## src/rtl/beat_pkg.sv

```systemverilog
// beat_pkg: shared types and constants for the beat detector slice.
//   beat_state_t : detector FSM states (SEED, WARMUP, ARMED, HOLDOFF)
//   ENV_WIDTH    : width of the brightness envelope
//   ENV_MAX      : envelope value loaded on a beat
//   CMP_EXTRA    : guard bits for the ratio compare (mag*4 vs avg*THRESH_Q2)
package beat_pkg;

    typedef enum logic [1:0] {
        SEED,
        WARMUP,
        ARMED,
        HOLDOFF
    } beat_state_t;

    localparam int unsigned ENV_WIDTH = 8;
    localparam logic [ENV_WIDTH-1:0] ENV_MAX = 8'hFF;
    localparam int unsigned CMP_EXTRA = 4;

endpackage

```

## src/rtl/beat_detector_ema_tracker.sv

```systemverilog
// ema_tracker: long-term exponential moving average of the magnitude stream.
//   clk, rst : clock, synchronous active-high reset (clears the accumulator)
//   seed     : load acc with mag_in << AVG_SHIFT (first sample after reset)
//   update   : acc <= acc - avg + mag_in
//   mag_in   : input magnitude
//   avg      : acc >> AVG_SHIFT, combinational from the accumulator
// The accumulator carries AVG_SHIFT extra bits, so acc never exceeds
// (2^WIDTH-1) << AVG_SHIFT and the update cannot overflow.
module ema_tracker
    import beat_pkg::*;
#(
    parameter int unsigned WIDTH     = 32,
    parameter int unsigned AVG_SHIFT = 6
) (
    input  logic             clk,
    input  logic             rst,
    input  logic             seed,
    input  logic             update,
    input  logic [WIDTH-1:0] mag_in,
    output logic [WIDTH-1:0] avg
);

    localparam int unsigned ACC_W = WIDTH + AVG_SHIFT;

    logic [ACC_W-1:0] acc;

    assign avg = acc[ACC_W-1:AVG_SHIFT];

    always_ff @(posedge clk) begin
        if (rst) begin
            acc <= '0;
        end else if (seed) begin
            acc <= ACC_W'(mag_in) << AVG_SHIFT;
        end else if (update) begin
            acc <= acc - ACC_W'(avg) + ACC_W'(mag_in);
        end
    end

endmodule

```

## src/rtl/beat_detector.sv

```systemverilog
// beat_detector: flags onsets in the smoothed magnitude stream and produces a
// decaying 8-bit brightness envelope.
//   clk, rst     : clock, synchronous active-high reset
//   mag_in       : smoothed magnitude, qualified by mag_in_valid
//   beat_pulse   : one-cycle pulse, the cycle after a beat-triggering sample
//   env_level    : brightness envelope (255 on beat, geometric decay to 0)
//   avg_out      : current long-term average
//   out_valid    : one-cycle pulse after every accepted sample
//   armed        : high while the detector is able to fire
//   beat_count   : saturating beat counter (only with BEAT_DETECTOR_STATS_EN)
// Optional build macro: BEAT_DETECTOR_STATS_EN adds the beat_count port.
module beat_detector
    import beat_pkg::*;
#(
    parameter int unsigned WIDTH           = 32,
    parameter int unsigned AVG_SHIFT       = 6,
    parameter int unsigned THRESH_Q2       = 6,
    parameter int unsigned MIN_LEVEL       = 1024,
    parameter int unsigned HOLDOFF_SAMPLES = 8,
    parameter int unsigned ENV_DECAY_SHIFT = 3
) (
    input  logic                 clk,
    input  logic                 rst,
    input  logic [WIDTH-1:0]     mag_in,
    input  logic                 mag_in_valid,
    output logic                 beat_pulse,
    output logic [ENV_WIDTH-1:0] env_level,
    output logic [WIDTH-1:0]     avg_out,
`ifdef BEAT_DETECTOR_STATS_EN
    output logic [15:0]          beat_count,
`endif
    output logic                 out_valid,
    output logic                 armed
);

    localparam int unsigned CMP_W  = WIDTH + CMP_EXTRA;
    localparam int unsigned WARM_W = AVG_SHIFT + 1;
    localparam int unsigned HOLD_W = $clog2(HOLDOFF_SAMPLES + 1);

    beat_state_t          state;
    logic [WARM_W-1:0]    warm_cnt;
    logic [HOLD_W-1:0]    hold_cnt;
    logic [ENV_WIDTH-1:0] env;
    logic [WIDTH-1:0]     avg;
    logic                 seed;
    logic                 update;
    logic [CMP_W-1:0]     mag_x4;
    logic [CMP_W-1:0]     avg_xt;
    logic                 beat_hit;
    logic [ENV_WIDTH-1:0] env_step;
    logic [ENV_WIDTH-1:0] env_next;

    assign seed   = mag_in_valid && (state == SEED);
    assign update = mag_in_valid && (state != SEED);

    ema_tracker #(
        .WIDTH    (WIDTH),
        .AVG_SHIFT(AVG_SHIFT)
    ) u_ema (
        .clk   (clk),
        .rst   (rst),
        .seed  (seed),
        .update(update),
        .mag_in(mag_in),
        .avg   (avg)
    );

    assign avg_out   = avg;
    assign env_level = env;

    // Ratio test uses the average from before this sample's update; both
    // products are widened so all-ones inputs cannot wrap.
    always_comb begin
        mag_x4   = CMP_W'(mag_in) << 2;
        avg_xt   = CMP_W'(avg) * CMP_W'(THRESH_Q2);
        beat_hit = (state == ARMED) && (mag_in >= WIDTH'(MIN_LEVEL)) && (mag_x4 > avg_xt);
    end

    // Decay by at least 1 so small envelopes still reach 0 without underflow.
    always_comb begin
        env_step = env >> ENV_DECAY_SHIFT;
        if (env_step == '0) begin
            env_step = ENV_WIDTH'(1);
        end
        env_next = (env == '0) ? '0 : env - env_step;
    end

    always_ff @(posedge clk) begin
        if (rst) begin
            state      <= SEED;
            warm_cnt   <= '0;
            hold_cnt   <= '0;
            env        <= '0;
            beat_pulse <= 1'b0;
            out_valid  <= 1'b0;
            armed      <= 1'b0;
        end else begin
            beat_pulse <= 1'b0;
            out_valid  <= 1'b0;
            if (mag_in_valid) begin
                out_valid <= 1'b1;
                env       <= beat_hit ? ENV_MAX : env_next;
                case (state)
                    SEED: begin
                        warm_cnt <= WARM_W'(2 ** AVG_SHIFT);
                        state    <= WARMUP;
                    end
                    WARMUP: begin
                        warm_cnt <= warm_cnt - WARM_W'(1);
                        if (warm_cnt == WARM_W'(1)) begin
                            state <= ARMED;
                            armed <= 1'b1;
                        end
                    end
                    ARMED: begin
                        if (beat_hit) begin
                            beat_pulse <= 1'b1;
                            hold_cnt   <= HOLD_W'(HOLDOFF_SAMPLES);
                            state      <= HOLDOFF;
                            armed      <= 1'b0;
                        end
                    end
                    HOLDOFF: begin
                        hold_cnt <= hold_cnt - HOLD_W'(1);
                        if (hold_cnt == HOLD_W'(1)) begin
                            state <= ARMED;
                            armed <= 1'b1;
                        end
                    end
                    default: state <= SEED;
                endcase
            end
        end
    end

`ifdef BEAT_DETECTOR_STATS_EN
    always_ff @(posedge clk) begin
        if (rst) begin
            beat_count <= '0;
        end else if (mag_in_valid && beat_hit && (beat_count != '1)) begin
            beat_count <= beat_count + 16'd1;
        end
    end
`endif

endmodule

```

## config.mk

```make
export PLATFORM = sky130hd
export DESIGN_NAME = beat_detector
export DESIGN_NICKNAME = d
export VERILOG_FILES = /design/src/rtl/beat_pkg.sv /design/src/rtl/beat_detector_ema_tracker.sv /design/src/rtl/beat_detector.sv
export SDC_FILE = /design/constraint.sdc
export NUM_CORES = 1
export LEC_CHECK = 0
export BUFFER_PORTS_ARGS = -buffer_cell sky130_fd_sc_hd__buf_2
export CAP_MARGIN = 20
export CORE_UTILIZATION = 45
export CTS_CLUSTER_DIAMETER = 30
export DETAILED_ROUTE_END_ITERATION = 8
export PLACE_DENSITY_LB_ADDON = 0.1
export SYNTH_ARGS = -nofsm -noshare
export SYNTH_HDL_FRONTEND = slang
export SYNTH_HIERARCHICAL = 1
export SYNTH_SLANG_ARGS = --single-unit
```

## constraint.sdc

```tcl
create_clock -name clk -period 7.89 [get_ports clk]
set_input_delay 0.789 -clock clk [delete_from_list [all_inputs] [get_ports clk]]
set_output_delay 0.789 -clock clk [all_outputs]
set_load 0.02 [all_outputs]
```

Yosys cells after proc, flatten, opt, wreduce, memory -nomap -nowiden

Index checks and enable logic that the tools add are counted.

Add/sub/neg operators: 5
$mul: 1
Order comparisons: 2
Equal/unequal tests: 8
Muxes and demuxes: 18
Bitwise operators: 2
Reductions and logical operators: 18

Operator list:

| operator                                                                               | count |
|---|---|
| 38-bit 2-to-1 mux                                                                      | 2 |
| 38-bit by 32-bit adder with 38-bit output                                              | 1 |
| 38-bit by 32-bit subtractor with 38-bit output                                         | 1 |
| 34-bit by 35-bit greater-than comparator with 1-bit output                             | 1 |
| 32-bit by 2-bit multiplier with 34-bit output (second input constant)                  | 1 |
| 32-bit by 11-bit greater-or-equal comparator with 1-bit output (second input constant) | 1 |
| 8-bit zero test                                                                        | 2 |
| 8-bit 2-to-1 mux                                                                       | 2 |
| 7-bit case mux with 2 select lines                                                     | 1 |
| 2-bit case mux with 4 select lines                                                     | 1 |
| 4-bit case mux with 2 select lines                                                     | 1 |
| 2-bit nonzero test                                                                     | 4 |
| 8-bit subtractor                                                                       | 1 |
| 7-bit by 1-bit equality test with 1-bit output (second input constant)                 | 1 |
| 7-bit by 1-bit subtractor with 7-bit output (second input constant)                    | 1 |
| 2-bit 2-to-1 mux                                                                       | 3 |
| 2-bit inequality test (second input constant)                                          | 3 |
| 1-bit 2-to-1 mux                                                                       | 5 |
| 5-bit 2-to-1 mux                                                                       | 1 |
| 5-bit AND reduction                                                                    | 1 |
| 2-bit equality test (second input constant)                                            | 2 |
| 4-bit by 1-bit equality test with 1-bit output (second input constant)                 | 1 |
| 1-bit logical AND                                                                      | 4 |
| 4-bit 2-to-1 mux                                                                       | 1 |
| other kinds (11)                                                                       | 12 |

Flip-flop bits (word level): 62
Input bits: 35
Output and inout port bits: 43
Logic and storage cells: 63

Logic depth before layout (Yosys ltp)

Depth after elaboration: 5
Mapped depth: 23
Gate-level depth less buffers: 21

Modules after synthesis

Netlist, hierarchy kept.

Modules (own cells, without submodules):

| module        | instances | cells each | area an instance (µm²) | seq. area each (µm²) |
|---|---|---|---|---|
| ema_tracker   | 1         | 677        | 5119.9                 | 760.7 |
| beat_detector | 1         | 474        | 3758.6                 | 480.5 |

Worst setup path after synthesis

Ideal clock, no wire load.

Path type: register to register
Start: register u_ema.acc[7]
End: register env[3] (netlist: env_level[3])
Library setup time: 144 ps
Data arrival time: 4611 ps
Slack: 3135 ps
Stages on the path, launching flop included: 23
Path buffers: 2
Cell sequence: dfxtp_1 > buf_4 > ha_1 > fa_1 > a21oi_1 > nor2_1 > o31ai_1 > a31oi_1 > o21ai_0 > and2_1 > o21ai_0 > a21oi_1 > xor2_1 > ha_1 > a21o_1 > a21o_1 > a2111oi_0 > o2111ai_1 > o21bai_1 > o311ai_1 > or2_1 > buf_6 > a311oi_2

Longest elaborated chain between the ends: 4

RTL lines:

| element                                                    | RTL line                        | text |
|---|---|---|
| start: declaration                                         | beat_detector_ema_tracker.sv:25 | `logic [ACC_W-1:0] acc;` |
| start signal: assignment                                   | beat_detector_ema_tracker.sv:33 | `acc <= ACC_W'(mag_in) << AVG_SHIFT;` |
| start signal: assignment                                   | beat_detector_ema_tracker.sv:35 | `acc <= acc - ACC_W'(avg) + ACC_W'(mag_in);` |
| 32-bit by 2-bit multiplier with 34-bit output              | beat_detector.sv:75             | `avg_xt = CMP_W'(avg) * CMP_W'(THRESH_Q2);` |
| 34-bit by 35-bit greater-than comparator with 1-bit output | beat_detector.sv:76             | `beat_hit = (state == ARMED) && (mag_in >= WIDTH'(MIN_LEVEL)) && (mag_x4 > avg_xt);` |
| 1-bit logical AND                                          | beat_detector.sv:76             |  |
| 8-bit 2-to-1 mux                                           | beat_detector.sv:102            | `env <= beat_hit ? ENV_MAX : env_next;` |
| end signal: assignment                                     | beat_detector.sv:102            |  |
| end: declaration                                           | beat_detector.sv:43             | `logic [ENV_WIDTH-1:0] env;` |

Every way passes these cells.
A chain may end at the register's enable or synchronous reset.

Final worst setup path

Start: register u_ema.acc[6]
End: register env[3] (netlist: env_level[3])

The elaborated chain is that of the path after synthesis.

==> summary.md <==
| Metric | Value |
|---|---|
| Vias in the first global route | 7686 |
| Power Density | 301 nW/um2 |
| Drt drc | 0 |
| CTS Root Cell | clkbuf_16 |
| Drt pass-1 iters | 5 |
| Max rail drop VDD | 0.113 mV |
| Worst-skew pair later-pin latency | 0.35 ns |
| Hold WS | 0.473 ns |
| Post-CTS Setup Bufs | 0 |
| Skew final | 0.0104 ns |
| Detailed-route via count | 8176 |
| Synth Area in Compound Gates | 27.4% |
| HPWL Detailed | 20.6 mm |
| Slowest stage delay, CP | 0.60 ns |
| Top FF cell, synth | dfxtp_1 |
| Asr flop ratio synth | 0% |
| Synthesized area | 8880 um2 |
| Crit path to | env_level[3]$_SDFFE_PP0P_ |
| Io pins | 78 |
| Final Cycle Share | 74.7% |
| Synth top area share | 15.6% |
| First-pass GRT wire length | 41.2 mm |
| Synth area leader | ha_1 |
| Clk sink count | 62 |
| Post-route ant nets | 0 |
| Layout Nets | 1352 |
| Starting Density | 45.8% |
| Setup TNS | 0 ns |
| CP max stage cell | a2111oi_0 |
| Mux cell area share after synthesis | 0.733% |
| Metal3 WL | 1.33 mm |
| Final setup viols | 0 |
| Post-Synth Simple-Gate Area | 16.5% |
| Critical Path RT | 8.08 ns |
| Max cap viols | 0 |
| Sequential cell area | 1240 um2 |
| ANT cells | 0 |
| Setup CP Type | reg2reg |
| Pin count of the biggest net entering global routing | 62 |
| Area of the multi-input gates | 6570 um2 |
| Syn nets | 1331 |
| Placed instance area | 9180 um2 |
| CTS tree | built |
| Num rows | 51 |
| Worst-path fanout max | 10 |
| Reg2Reg Setup Slack | 2.00 ns |
| Cts hold-fix bufs | 0 |
| WL met2 | 11.6 mm |
| Core Area | 19400 um2 |
| Fillers | 1983 |
| Launch point of the worst path | u_ema/acc[6]$_SDFFE_PP0P_ |
| Overflow after GRT | 0 |
| Min-delay src | u_ema/acc[4]$_SDFFE_PP0P_ |
| Layout cells sized above 1 | 11.2% |
| TritonCTS buffer count | 9 |
| Clock tree buffer depth | 2 |
| HP Class | reg2reg |
| Main combinational cell family by area after synthesis | compound AO/OA/AOI/OAI gates |
| Reg2Reg Capture Point | env_level[3]$_SDFFE_PP0P_ |
| Slew @ Worst Pin | 0.749 ns |
| Post-synthesis sequential area ratio | 14.0% |
| RSZ-0062 raised after global routing | false |
| CP Launch Type | register |
| Synth cell types | 84 |
| GRT Total Usage | 26.4% |
| #FFs+latches synth | 62 |
| Xor and xnor area share after synthesis | 5.92% |
| Syn-to-layout area delta | 7.12% |
| Via-per-instance ratio | 5.67 |
| Synthesis Warnings | 6 |
| Reg2reg path depth | 20 |
| Worst-path cell chain | ha_1, fa_1, a21oi_1, nor2_1, o31ai_1, a31oi_1, o21ai_0, and2_1, o21ai_0, a21oi_1, xor2_1, ha_1, a21o_1, a21o_1, a2111oi_0, o2111ai_1, o21bai_1, o311ai_1, or2_1, a311oi_2 |
| Tmin final | 5.89 ns |
| Design Power | 2.86 mW |
| Leak | 4.58 nW |
| Initial drt markers | 608 |
| Post-Synth Adder-Cell Area | 23.3% |
| Die height | 142 um |
| Buffers on Ports | 77 |
| Worst setup EP type | register |
| Tightest slew margin relative to the limit | 50.1% |
| Crit path DAT | 6.08 ns |
| Pins Over Slew Limit | 0 |
| GPL Wtd Cong | 0.926 |
| Fmax | 170 MHz |
| Syn avg cell area | 7.71 um2 |
| Initial antenna violation count | 0 |
| Die Wd | 142 um |
| Outcome | complete, no violations |
| Worst-path clk slew | 0.06 ns |
| Htree depth | 3 |
| Post-cts resize count | 0 |
| Number of flops mapped to enable cells by yosys | 0 |
| Highest Signal Layer | met4 |
| Final instance area | 9510 um2 |
| Synth top area cells | ha_1 16%, dfxtp_1 14%, fa_1 7.7%, inv_1 6.9%, a21oi_1 5.8% |
| Wirelength, routed | 26.2 mm |
| Die area | 20300 um2 |
| Start of the worst register-to-register path | u_ema/acc[6]$_SDFFE_PP0P_ |
| Final hold viol count | 0 |
| Synth Instances | 1151 |
| Routed metal-1 wirelength | 13.0 mm |
| Wire per inst | 18.2 um |
sequential cells by signal, indices dropped and copies added, names as in the netlist:
signal,cells
out_valid,1
u_ema/acc,38
state,2
beat_pulse,1
armed,1
hold_cnt,4
env_level,8
warm_cnt,7
per-stage QoR:
step	util, %	std cells	setup WS, ns
after floorplan	-	1151	3.13
after global placement	47.3	1426	2.18
after detailed placement	47.3	1426	2.10
after CTS	49.0	1442	2.04
after global routing	49.0	1442	1.61
final	49.0	1442	2.00
cell families after synthesis:
kind of cell,count (synthesis)
compound gates,353
simple gates,289
buf+inv,236
fa+ha+maj,145
flops,62
xor+xnor,60
mux,6
metal layers:
layer  vias up  track usage [%]
met5         -                0
met4         0             7.07
met3        26             3.33
met2       234             39.9
met1      3830             38.8
li1       4086                -
worst min-delay path by stage:
| stage | to | cells after the start | slack (ns) |
|---|---|---|---|
| finish | u_ema/acc[4]$_SDFFE_PP0P_ | 2 | 0.47 |
| detailed placement | u_ema/acc[4]$_SDFFE_PP0P_ | 2 | 0.47 |
| CTS | u_ema/acc[4]$_SDFFE_PP0P_ | 2 | 0.47 |
| global route | u_ema/acc[1]$_SDFFE_PP0P_ | 2 | 0.51 |
| global placement | u_ema/acc[4]$_SDFFE_PP0P_ | 2 | 0.45 |
| floorplan | u_ema/acc[4]$_SDFFE_PP0P_ | 2 | 0.44 |
report_power, final:
group	internal, mW	switching [mW]
logic	0.794	1.14
registers	0.364	0.0964
clock network	0.294	0.170
cell usage in the layout (no fill, tap or decap), types with 10 or more instances in the layout:
master    instances
nand2b_1         12
a21oi_1         103
o21bai_1         11
dfxtp_1          62
nand4_1          18
nor4_1           10
nor3_1           29
nor2b_1          10
xnor2_1          33
and3_1           10
o21a_1           18
xor2_1           27
o21ai_0          44
buf_2            77
nor2_1           81
fa_1             34
nand2_1          55
inv_1           164
a211oi_1         24
nand3_1          19
a21o_1           54
ha_1            111
critical path: cells and delay by family, from the launching register on:
family / cells / cell delay, ns
compound gates: 13 / 3.27
fa+ha+maj: 3 / 1.00
simple gates: 3 / 0.87
flops: 1 / 0.43
xor+xnor: 1 / 0.18
Yosys cell counts (7+ instances only):
library cell / n
xnor2_1: 33
o21bai_1: 11
nor2b_1: 10
inv_1: 164
buf_4: 33
dfxtp_1: 62
nand3_1: 19
fa_1: 34
nor3_1: 29
nand2_1: 55
nand4_1: 18
o21ai_1: 7
ha_1: 111
o21ai_0: 44
a221oi_1: 8
nand2b_1: 12
and3_1: 10
o21a_1: 18
and4_1: 7
nor2_1: 83
clkbuf_1: 21
xor2_1: 27
a31oi_1: 9
a211oi_1: 24
a21o_1: 54
nor4_1: 10
a21oi_1: 103
layout make-up:
| type | instances | share of cell area (%) |
|---|---|---|
| Multi-Input combinational cell | 853 | 69.1 |
| Sequential cell | 62 | 13.1 |
| Inverter | 165 | 6.51 |
| Timing Repair Buffer | 81 | 4.37 |
| Tap cell | 265 | 3.49 |
| Clock buffer | 11 | 2.66 |
| Clock inverter | 5 | 0.855 |
(Power assumes the default switching activity.)
